**config.mk**
```make
export PLATFORM = sky130hd
export DESIGN_NAME = mult_sched_m
export DESIGN_NICKNAME = d
export VERILOG_FILES = /design/src/rtl/mult_sched_m.sv
export SDC_FILE = /design/constraint.sdc
export NUM_CORES = 1
export LEC_CHECK = 0
export ABC_AREA = 1
export CORE_MARGIN = 5
export CORE_UTILIZATION = 35
export DETAILED_ROUTE_END_ITERATION = 6
export PLACE_DENSITY = 0.56
export SETUP_SLACK_MARGIN = 0.5
export SLEW_MARGIN = 10
export SYNTH_ARGS = -nofsm -noshare
export SYNTH_HDL_FRONTEND = slang
export SYNTH_SLANG_ARGS = --single-unit
```
**constraint.sdc**
```tcl
create_clock -name clk -period 16 [get_ports clk]
set_clock_uncertainty 0.2 [all_clocks]
set_input_delay 3.2 -clock clk [delete_from_list [all_inputs] [get_ports clk]]
set_output_delay 3.2 -clock clk [all_outputs]
set_load 0.1 [all_outputs]
```
**src/rtl/mult_sched_m.sv**
```systemverilog
// Sequencer for a 5x5 signed 8-bit matrix product on one shared 2x2 block multiplier.
// Latches and zero-pads operands, walks the 2x2 tiles and assembles C with a sticky overflow.
module mult_sched_m #(
    parameter int N = 5,
    parameter int W = 8
) (
    input  logic               clk,
    input  logic               rst,
    input  logic               start,
    input  logic [2:0]         size,
    input  logic [N*N*W-1:0]   mat_a,
    input  logic [N*N*W-1:0]   mat_b,
    output logic [2*N*W-1:0]   mult_lin,
    output logic [2*N*W-1:0]   mult_col,
    output logic               mult_rst,
    input  logic [4*W-1:0]     mult_res,
    input  logic               mult_ovf,
    output logic               busy,
    output logic               done,
    output logic [N*N*W-1:0]   result,
    output logic               ovf
);

    localparam int MW = N * N * W;
    localparam int VW = N * W;
    localparam logic [2:0] NMAX = 3'(N);

    typedef enum logic [2:0] {
        S_IDLE,
        S_LOAD,
        S_ISSUE,
        S_CAPTURE,
        S_DONE
    } state_t;

    state_t         state;
    logic [W-1:0]   a_q   [N][N];
    logic [W-1:0]   b_q   [N][N];
    logic [W-1:0]   a_in  [N][N];
    logic [W-1:0]   b_in  [N][N];
    logic [W-1:0]   a_src [N][N];
    logic [W-1:0]   b_src [N][N];
    logic [W-1:0]   res_q [N][N];
    logic [2:0]     size_in;
    logic [2:0]     size_q;
    logic [1:0]     ti, tj;
    logic [1:0]     nti, ntj;
    logic [1:0]     t1_m1;
    logic           last_tile;
    logic [2*VW-1:0] lin_next;
    logic [2*VW-1:0] col_next;

    // Masked operands; during LOAD the tile vectors are built straight from the inputs
    // because the operand registers only become valid on the same edge.
    always_comb begin
        size_in = (size == 3'd0 || size > NMAX) ? NMAX : size;
        for (int r = 0; r < N; r++) begin
            for (int c = 0; c < N; c++) begin
                a_in[r][c]  = (r < int'(size_in) && c < int'(size_in)) ? mat_a[MW-1-W*(N*r+c) -: W] : '0;
                b_in[r][c]  = (r < int'(size_in) && c < int'(size_in)) ? mat_b[MW-1-W*(N*r+c) -: W] : '0;
                a_src[r][c] = (state == S_LOAD) ? a_in[r][c] : a_q[r][c];
                b_src[r][c] = (state == S_LOAD) ? b_in[r][c] : b_q[r][c];
            end
        end
    end

    // NOTE: every variable written here gets a default first, so no path leaves a latch behind.
    always_comb begin
        t1_m1     = 2'((size_q - 3'd1) >> 1);
        nti       = ti;
        ntj       = tj;
        last_tile = 1'b0;
        if (state == S_LOAD) begin
            nti = 2'd0;
            ntj = 2'd0;
        end else if (tj < t1_m1) begin
            ntj = tj + 2'd1;
        end else if (ti < t1_m1) begin
            ntj = 2'd0;
            nti = ti + 2'd1;
        end else begin
            last_tile = 1'b1;
        end

        // Row/column index N never matches a stored row, so it stays at the zero default.
        lin_next = '0;
        col_next = '0;
        for (int r = 0; r < N; r++) begin
            if ((r / 2) == int'(nti)) begin
                for (int k = 0; k < N; k++)
                    lin_next[2*VW-1-VW*(r%2)-W*k -: W] = a_src[r][k];
            end
        end
        for (int c = 0; c < N; c++) begin
            if ((c / 2) == int'(ntj)) begin
                for (int k = 0; k < N; k++)
                    col_next[2*VW-1-VW*(c%2)-W*k -: W] = b_src[k][c];
            end
        end
    end

    always_comb begin
        result = '0;
        for (int r = 0; r < N; r++)
            for (int c = 0; c < N; c++)
                result[MW-1-W*(N*r+c) -: W] = res_q[r][c];
    end

    // NOTE: operand storage has no reset; it is always rewritten in LOAD before anything reads it.
    always_ff @(posedge clk) begin
        if (state == S_LOAD) begin
            for (int r = 0; r < N; r++) begin
                for (int c = 0; c < N; c++) begin
                    a_q[r][c] <= a_in[r][c];
                    b_q[r][c] <= b_in[r][c];
                end
            end
        end
    end

    // NOTE: sequential state uses non-blocking assignments so all registers update together.
    always_ff @(posedge clk or posedge rst) begin
        if (rst) begin
            state    <= S_IDLE;
            busy     <= 1'b0;
            done     <= 1'b0;
            ovf      <= 1'b0;
            mult_rst <= 1'b1;
            mult_lin <= '0;
            mult_col <= '0;
            ti       <= 2'd0;
            tj       <= 2'd0;
            size_q   <= NMAX;
            for (int r = 0; r < N; r++)
                for (int c = 0; c < N; c++)
                    res_q[r][c] <= '0;
        end else begin
            case (state)
                S_IDLE: begin
                    done <= 1'b0;
                    if (start) begin
                        state <= S_LOAD;
                        busy  <= 1'b1;
                    end
                end
                S_LOAD: begin
                    size_q   <= size_in;
                    ovf      <= 1'b0;
                    ti       <= 2'd0;
                    tj       <= 2'd0;
                    mult_lin <= lin_next;
                    mult_col <= col_next;
                    mult_rst <= 1'b0;
                    for (int r = 0; r < N; r++)
                        for (int c = 0; c < N; c++)
                            res_q[r][c] <= '0;
                    state    <= S_ISSUE;
                end
                S_ISSUE: begin
                    state <= S_CAPTURE;
                end
                S_CAPTURE: begin
                    ovf <= ovf | mult_ovf;
                    for (int r = 0; r < N; r++) begin
                        for (int c = 0; c < N; c++) begin
                            if ((r / 2) == int'(ti) && (c / 2) == int'(tj) &&
                                r < int'(size_q) && c < int'(size_q))
                                res_q[r][c] <= mult_res[4*W-1-W*(2*(r%2)+(c%2)) -: W];
                        end
                    end
                    if (last_tile) begin
                        state    <= S_DONE;
                        busy     <= 1'b0;
                        done     <= 1'b1;
                        mult_rst <= 1'b1;
                    end else begin
                        ti       <= nti;
                        tj       <= ntj;
                        mult_lin <= lin_next;
                        mult_col <= col_next;
                        state    <= S_ISSUE;
                    end
                end
                S_DONE: begin
                    done  <= 1'b0;
                    state <= S_IDLE;
                end
                default: state <= S_IDLE;
            endcase
        end
    end

endmodule

```
# Word-level counts from Yosys, hierarchy flattened
# Memory sizes are Yosys's and may differ from the RTL's.
# Cells that the tools add are included.
# totals
in_bits,439
n_memories,2
regBits,374
ramBits,400
# classes
eq_ne,40
n_reduce_logical,99
n_lt_le_gt_ge,13
mux,166
n_bitwise,1
addsub,3
# memory_table
name,depth,word_bits,rd,rd_clocked_by_memory_dff,write_ports,line_no,source
a_q,5,40,5,0,5,37,logic [W-1:0] a_q [N][N];
b_q,5,40,5,0,5,38,logic [W-1:0] b_q [N][N];
# ops
operator,count
8-bit 2-to-1 mux,125
40-bit 2-to-1 mux,10
200-bit case mux with 2 select lines,1
80-bit case mux with 2 select lines,2
80-bit 2-to-1 mux,2
1-bit logical AND,59
"2-bit != test, second input constant",28
2-bit AND reduction,28
"2-bit equality test, first input constant",8
2-bit 2-to-1 mux,8
"1-bit by 3-bit less-than comparator with 1-bit output, first input constant",4
"2-bit by 3-bit less-than comparator with 1-bit output, first input constant",4
3-bit case mux with 4 select lines,1
3-bit 2-to-1 mux,3
2-bit logical NOT,4
1-bit 2-to-1 mux,8
1-bit case mux with 2 select lines,4
2-bit case mux with 2 select lines,2
"3-bit by 2-bit equality test with 1-bit output, second input constant",2
3-bit logical NOT,2
"3-bit less-than comparator, first input constant",2
2-bit nonzero test,3
"2-bit by 1-bit adder with 2-bit output, second input constant",2
2-bit less-than comparator,2
8 further kinds,8

# Longest topological paths before layout
# Gate-level depths: netlist (run 1).
# logic_depth
ltp_word,12
depth_mapped,17
mapped_depth_nobuf,16

# Worst setup path before layout (run 1)
# Ideal clock, no wire load.
# synth_path
path_kind,register to register
from,register state[2]
to,register size_q[1]
stages_incl_launch_ff,8
period_less_slack_ns,12.645
setup_ns,0.619
arrival_ns,11.826
slack_ns,3.355
path_buffers,3
cell_sequence,dfrtp_1 > inv_1 > nand2_4 > nor2_4 > buf_4 > buf_2 > buf_1 > o21ai_0
# synth_via
elab_chain_cells,1
# synth_lines
element,line_no,source
from (decl),36,state_t state;
from (signal assigned),124,state <= S_IDLE;
from (signal assigned),142,state <= S_LOAD;
from (signal assigned),157,state <= S_ISSUE;
3-bit by 1-bit equality test with 1-bit output,138,case (state)
to (signal assigned),147,size_q <= size_in;
to (decl),45,logic [2:0] size_q;
# Every way passes these cells.
# A chain may end at the register's enable or synchronous reset.

# Final worst setup path (run 1)
# layout_path
from,input port size[0]
to,register mult_lin[7]
# layout_via
elab_chain_cells,11
# layout_lines
element,line_no,source
from (decl),10,"input logic [2:0] size,"
3-bit > comparator / 3-bit logical NOT (equally long branches),56,size_in = (size == 3'd0 || size > NMAX) ? NMAX : size;
1-bit logical OR,56,
3-bit 2-to-1 mux *,56,
3-bit less-than comparator / 1-bit by 3-bit less-than comparator with 1-bit output (equally long branches),59,a_in[r][c] = (r < int'(size_in) && c < int'(size_in)) ? mat_a[MW-1-W*(N*r+c) -: W] : '0;
1-bit logical AND,59,
8-bit 2-to-1 mux,59,
8-bit 2-to-1 mux,61,a_src[r][c] = (state == S_LOAD) ? a_in[r][c] : a_q[r][c];
40-bit 2-to-1 mux,89,if ((r / 2) == int'(nti)) begin
40-bit 2-to-1 mux *,89,
80-bit 2-to-1 mux,171,if (last_tile) begin
80-bit case mux with 2 select lines *,138,
to (signal assigned),151,mult_lin <= lin_next;
to (signal assigned),179,mult_lin <= lin_next;
to (decl),13,"output logic [2*N*W-1:0] mult_lin,"
# Mark *: on every way between the ends. The rest lies on a longest branch, timed or not. The select of a mux whose other input is x is not followed.

==> metrics.cfg, run 1 <==
[synth]
syn-cell-area_mm2=0.0358
syn_area_per_cell_um2=8.67
syn_inst=4133
ys_seq_elements=774
yosysSeqAreaShare=0.592
syn_nets=4582
synth_cell_types=45
yosys_warnings=0

[cts]
cts_hold_buf=0
ctsResizeCount=0
cts.sinks=774
clock-root-buffer=clkbuf_16
cts_buffer_depth=3
clk_latency_ns=0.67
htree_levels=3
cts_tree=done
cts_setup_buffers=0
cts.clk_slew.worst_paths_ns=0.06
cts_made_buffers=89

[sta]
setup-violations-final=0
max_slew_margin=0.206
fin_crit_sh=0.376
rsz0062_at_grt=no
hold_viol=0
setup_tns_ns=0
tightest_slew_ns=1.19
min_period_ns=6.01
drv_slew=0
max_freq_mhz=166

[setup_path]
cp-end-kind=flip-flop
reg2reg_from=size_q[0]
critPathArrivalTime_ns=6.42
critPathRequiredTime_ns=16.41
ff2ff_path_depth=14
reg2reg_slack_ns=10.78
startpoint=size[0]
crit_fanout=53
timing.rr.end=mult_lin[77]
crit_end=mult_lin[7]
path_class=in2reg
startpoint_type=input port

[min_path]
min-delay-path-class=reg2reg

[finish]
final_layout_size_suffix_gt1_frac=0.0671
finalInstanceArea_mm2=0.0476
utilization=0.468
num-fill-cells=9970
final_nets=5261
syn_to_final_growth_pct=33.0

[outcome]
run_status=finished clean

[drt]
via_per_inst=4.73
wl_per_cell_um=21.0
drc=0
met2_length_um=61600
ant_nets=0
num_vias=29800
routed-wl-met3_um=13500
drt_pass1_iterations=5
topRoutingLayerUsed=met5
wl_met1_um=50600
initialDrtViolationCount=1923
wl_um=132000

[place]
place_area_mm2=0.0447
gp_congestion=0.828
hpwl_um=89300
portBuffers=802

[floorplan]
ios=803
core_area_mm2=0.102
dieWidth_um=330
rows=117
die_area_mm2=0.109
start_util=0.352
die_h_um=330

[global_routing]
grt_usage=0.233
grt_max_degree=202
grt_pass1_wl_um=191000
grt-ovfl-total=0
antenna_found_initial=68
grt_pass1_vias=29000

[job]
max_cap_violations=0

## registers in the layout, summed over array words and instances (netlist names)
register	flops
mult_lin	80
a_q	200
tj	2
result	200
mult_col	80
size_q	3
ti	2
b_q	200
busy	1
state	3
ovf	1
mult_rst	1
done	1
## area by class of cell
cell class / count / area, um2 / area share
antenna: 32 / 80.1 / 0.00168
clock buffer: 122 / 2420 / 0.0508
clock inverter: 45 / 440 / 0.00924
inverter: 453 / 1730 / 0.0363
multi-input combinational: 2652 / 11700 / 0.246
sequential: 774 / 21200 / 0.445
tap: 1368 / 1710 / 0.0359
timing repair buffer: 842 / 8350 / 0.175
## cell usage in the layout, fill, tap and decap left out, drive strengths merged, types with 3 or more instances in the layout
cell and count:
bufinv 5, o21ai 185, buf 46, edfxtp 384, clkbuf 122, o22ai 4
clkdlybuf4s50 796, inv 459, nand3b 7, or2 49, mux2 40, clkinvlp 4
dfxtp 16, dfstp 3, diode 32, dfrtp 371, nand4 51, nand3 306
nor2 394, a21oi 38, o211ai 24, nand2 1534, o31ai 3, clkinv 30
ha 10
## stage by stage
step / hold WS [ns] / cells / setup slack, ns
after floorplan: 0.223 / 4133 / 2.22
after global placement: 0.237 / 6089 / 9.29
after detailed placement: 0.238 / 6089 / 9.24
after CTS: 0.255 / 6256 / 9.97
after global routing: 0.268 / 6271 / 9.73
final: 0.256 / 6288 / 9.99
## Yosys cell counts
master | n | area share
edfxtp_1 | 384 | 0.32
ha_1 | 10 | 0.0035
mux2_2 | 40 | 0.013
o22ai_1 | 4 | 0.00070
inv_1 | 441 | 0.046
o31ai_1 | 1 | 0.00021
o31ai_4 | 1 | 0.00059
nand3_1 | 300 | 0.042
dfxtp_1 | 16 | 0.0089
xnor2_1 | 1 | 0.00024
nor2_1 | 381 | 0.040
dfrtp_1 | 371 | 0.26
buf_6 | 12 | 0.0038
a31oi_1 | 1 | 0.00017
buf_4 | 20 | 0.0042
nor3_2 | 1 | 0.00028
nand3b_1 | 7 | 0.0015
nor2_8 | 2 | 0.0011
nor2_4 | 3 | 0.00094
nand2_4 | 2 | 0.00063
nand3_2 | 5 | 0.0014
o211ai_1 | 24 | 0.0050
buf_1 | 5 | 0.00052
dfstp_2 | 3 | 0.0022
nand2_2 | 12 | 0.0021
buf_2 | 128 | 0.018
o21bai_2 | 1 | 0.00031
o21ai_4 | 1 | 0.00045
nor3b_4 | 1 | 0.00052
o21ai_2 | 3 | 0.00073
nand3_4 | 1 | 0.00049
o21ai_0 | 125 | 0.017
nand2_1 | 1520 | 0.16
o31ai_2 | 1 | 0.00035
o21ai_1 | 56 | 0.0078
inv_4 | 1 | 0.00017
and3_1 | 1 | 0.00017
or2_2 | 49 | 0.0086
inv_2 | 11 | 0.0012
clkbuf_1 | 89 | 0.0093
nor2_2 | 8 | 0.0014
nand4_1 | 51 | 0.0089
a21oi_1 | 37 | 0.0052
a21oi_2 | 1 | 0.00024
a32o_1 | 1 | 0.00028
## worst min path at each step
stage | end | slack [ns] | depth (start not counted) | from
6_report | b_q[4][34] | 0.26 | 2 | b_q[4][34]
4_1_cts | b_q[4][34] | 0.25 | 2 | b_q[4][34]
2_1_floorplan | b_q[4][32] | 0.22 | 2 | b_q[4][32]
3_3_place_gp | b_q[4][33] | 0.24 | 2 | b_q[4][33]
5_1_grt | a_q[4][33] | 0.27 | 2 | a_q[4][33]
3_5_place_dp | b_q[4][34] | 0.24 | 2 | b_q[4][34]
## layer usage
layer,vias to the layer above,track usage
met4,64,0.105
li1,14400,-
met5,-,0
met1,14000,0.276
met2,1019,0.375
met3,291,0.0949
## kinds of logic after synthesis
family	Yosys count	synth area share
AOI/OAI and AO/OA	257	0.0395
adders and majority gates	10	0.00349
buffers and inverters	707	0.0832
xor gates and xnor gates	1	0.000244
muxes	40	0.0126
DFF	774	0.592
and+or+nand+nor	2344	0.269
## worst max-delay path, cell delays in order
cell             delay, ns
clkdlybuf4s50_1       0.51
o21ai_4               0.17
buf_4                 0.55
nand2_4               0.49
nor2_8                0.43
inv_2                 0.36
o21ai_0               0.29
nand2_1               0.07
nand2_1               0.09
nand2_1               0.05
nand2_1               0.09
Power of run 1 is left out: the tool's default activity adds up to more than one toggle a clock period on the data nets, which glitch-free logic cannot reach.
==> run 2, diff against run 1 <==
==> constraint.sdc (replaced) <==
create_clock -name clk -period 6.1 [get_ports clk]
set_clock_uncertainty 0.2 [all_clocks]
set_input_delay 1.22 -clock clk [delete_from_list [all_inputs] [get_ports clk]]
set_output_delay 1.22 -clock clk [all_outputs]
set_load 0.1 [all_outputs]
==> run 2 against run 1 <==
- sequential share of layout area decreased by 0.15 points
- non-clock buffer count unchanged
- wire length decreased by 1.0%
- cell area increased by 0.33%
- register-to-register slack got worse by 8.8 ns
==> metrics.cfg, run 2 (same netlist as run 1, synthesis figures left out) <==
[outcome]
run_status=finished clean

[floorplan]
rows=117  ; unchanged
die_h_um=330  ; unchanged
core_area_mm2=0.102  ; unchanged
die_area_mm2=0.109  ; unchanged
dieWidth_um=330  ; unchanged
start_util=0.352  ; unchanged
ios=803  ; unchanged

[global_routing]
grt-ovfl-total=0  ; unchanged
grt_pass1_wl_um=191000  ; about the same
grt_max_degree=168  ; -17%
grt_pass1_vias=29300  ; +1.1%
grt_usage=0.232  ; -0.00129
antenna_found_initial=42  ; -38%

[sta]
drv_slew=0  ; unchanged
rsz0062_at_grt=no
hold_ws_ns=0.253  ; -0.00270 ns
max_slew_margin=0.226  ; +0.0194
finalWorstSetupSlack_ns=1.99  ; -8.00 ns
setup-violations-final=0  ; unchanged
fin_crit_sh=0.675
setup_tns_ns=0  ; unchanged
min_period_ns=4.11
tightest_slew_ns=1.16  ; -0.0291 ns
hold_viol=0  ; unchanged
max_freq_mhz=243

[place]
portBuffers=802  ; unchanged
gp_congestion=0.833  ; +0.51%
dpl.cell_count=6089  ; unchanged
pre_cts_ws_ns=1.95  ; -7.29 ns
hpwl_um=88500  ; -0.94%

[drt]
wl_um=131000  ; -1.0%
initialDrtViolationCount=2302  ; +20%
via_per_inst=4.74  ; about the same
wl_per_cell_um=20.8  ; -0.95%
ant_nets=0  ; unchanged
num_vias=29800  ; -0.057%
drt_pass1_iterations=5  ; unchanged
drc=0  ; unchanged

[finish]
final_nets=5262  ; +0.019%
fin_cells=6282  ; -0.095%
layout_commonest_cell=nand2_1
num-fill-cells=9829  ; -1.4%
final_layout_size_suffix_gt1_frac=0.0689  ; +0.00181
syn_to_final_growth_pct=33.4
mostFrequentLayoutCells=1518 x nand2_1, 793 x clkdlybuf4s50_1, 440 x inv_1

[cts]
clock-root-buffer=clkbuf_16
cts_hold_buf=0  ; unchanged
cts_setup_buffers=0  ; unchanged
clk_latency_ns=0.65  ; -0.02 ns
ctsResizeCount=0  ; unchanged
htree_levels=3  ; unchanged
cts_tree=done
cts_buffer_depth=3  ; unchanged
cts.sinks=774  ; unchanged
cts.clk_slew.worst_paths_ns=0.06  ; about the same
cts_made_buffers=90  ; +1.1%

[min_path]
min-delay-path-class=reg2reg

[setup_path]
path_class=reg2reg
max_stage_delay_ns=0.84  ; +0.29 ns
ff2ff_path_depth=15  ; +1
cpLargestDelayFamily=simple AND/OR/NAND/NOR gates
startpoint_type=flip-flop
reg2reg_slack_ns=1.99  ; -8.79 ns
cp-end-kind=flip-flop
crit_fanout=79  ; +49%
critPathArrivalTime_ns=4.50  ; -1.92 ns
path_buf_inv=3  ; unchanged
timing.rr.end=mult_col[56]
reg2reg_from=size_q[0]
path_depth=15  ; +4
cp_slowest_cell=buf_4
critPathRequiredTime_ns=6.49  ; -9.92 ns
startpoint=size_q[0]
path_common_cell=nand3_1
crit_end=mult_col[56]
crit_chain=inv_1 -> ha_1 -> xnor2_1 -> ha_1 -> o21ai_2 -> nand2_2 -> nand3_1 -> nand2_2 -> buf_4 -> nand2_4 -> buf_4 -> nand3_1 -> nand3_1 -> nand2_1 -> nand2_1

[job]
max_cap_violations=0  ; unchanged

run 2: cell types whose count changed in the layout (fill, tap and decap cells not counted), sizes merged:
| cell | change |
|---|---|
| buf | +3 |
| bufinv | +4 |
| clkbuf | +5 |
| clkdlybuf4s50 | -3 |
| clkinv | -5 |
| clkinvlp | -2 |
| diode | -8 |
run 2: worst min path at each step:
stage | to | startpoint | cells past startpoint | slack [ns]
global placement | a_q[4][39] | a_q[4][39] | 2 | 0.24
CTS | b_q[4][35] | b_q[4][35] | 2 | 0.25
floorplan | b_q[4][32] | b_q[4][32] | 2 | 0.22
detailed placement | b_q[4][35] | b_q[4][35] | 2 | 0.24
finish | b_q[4][35] | b_q[4][35] | 2 | 0.25
global route | a_q[4][37] | a_q[4][37] | 2 | 0.27
run 2: area by class of cell:
class                   instances  area [um2]  area share
diodes                         24        60.1     0.00126
clock buffers                 127        2510      0.0526
clock inverters                42         487      0.0102
inverters                     453        1730      0.0361
multi-input cells            2652       11700       0.245
flip-flops and latches        774       21200       0.444
well taps                    1368        1710      0.0358
repair buffers                842        8390       0.176
run 2: through the flow:
stage                      util  instance area [um2]
final                     0.470                47800
after global routing      0.470                47800
after CTS                 0.469                47700
after detailed placement  0.440                44700
after global placement    0.440                44700
after floorplan               -                35800
run 2: routing by layer:
layer	vias to the layer above	part of all wire	GRT usage
met2	972	0.48	0.388
met1	14200	0.40	0.281
met5	-	0.0017	0
met3	196	0.094	0.0864
li1	14400	-	-
met4	34	0.027	0.0708
run 2: worst reg2reg max path, cell delays in order, from the launching register on:
cell and delay (ns):
dfstp_2 0.53, inv_1 0.09, ha_1 0.22, xnor2_1 0.21, ha_1 0.28, o21ai_2 0.08
nand2_2 0.15, nand3_1 0.13, nand2_2 0.05, buf_4 0.29, nand2_4 0.41, buf_4 0.86
nand3_1 0.29, nand3_1 0.16, nand2_1 0.06, nand2_1 0.06
Power of run 2 is left out for the same reason.
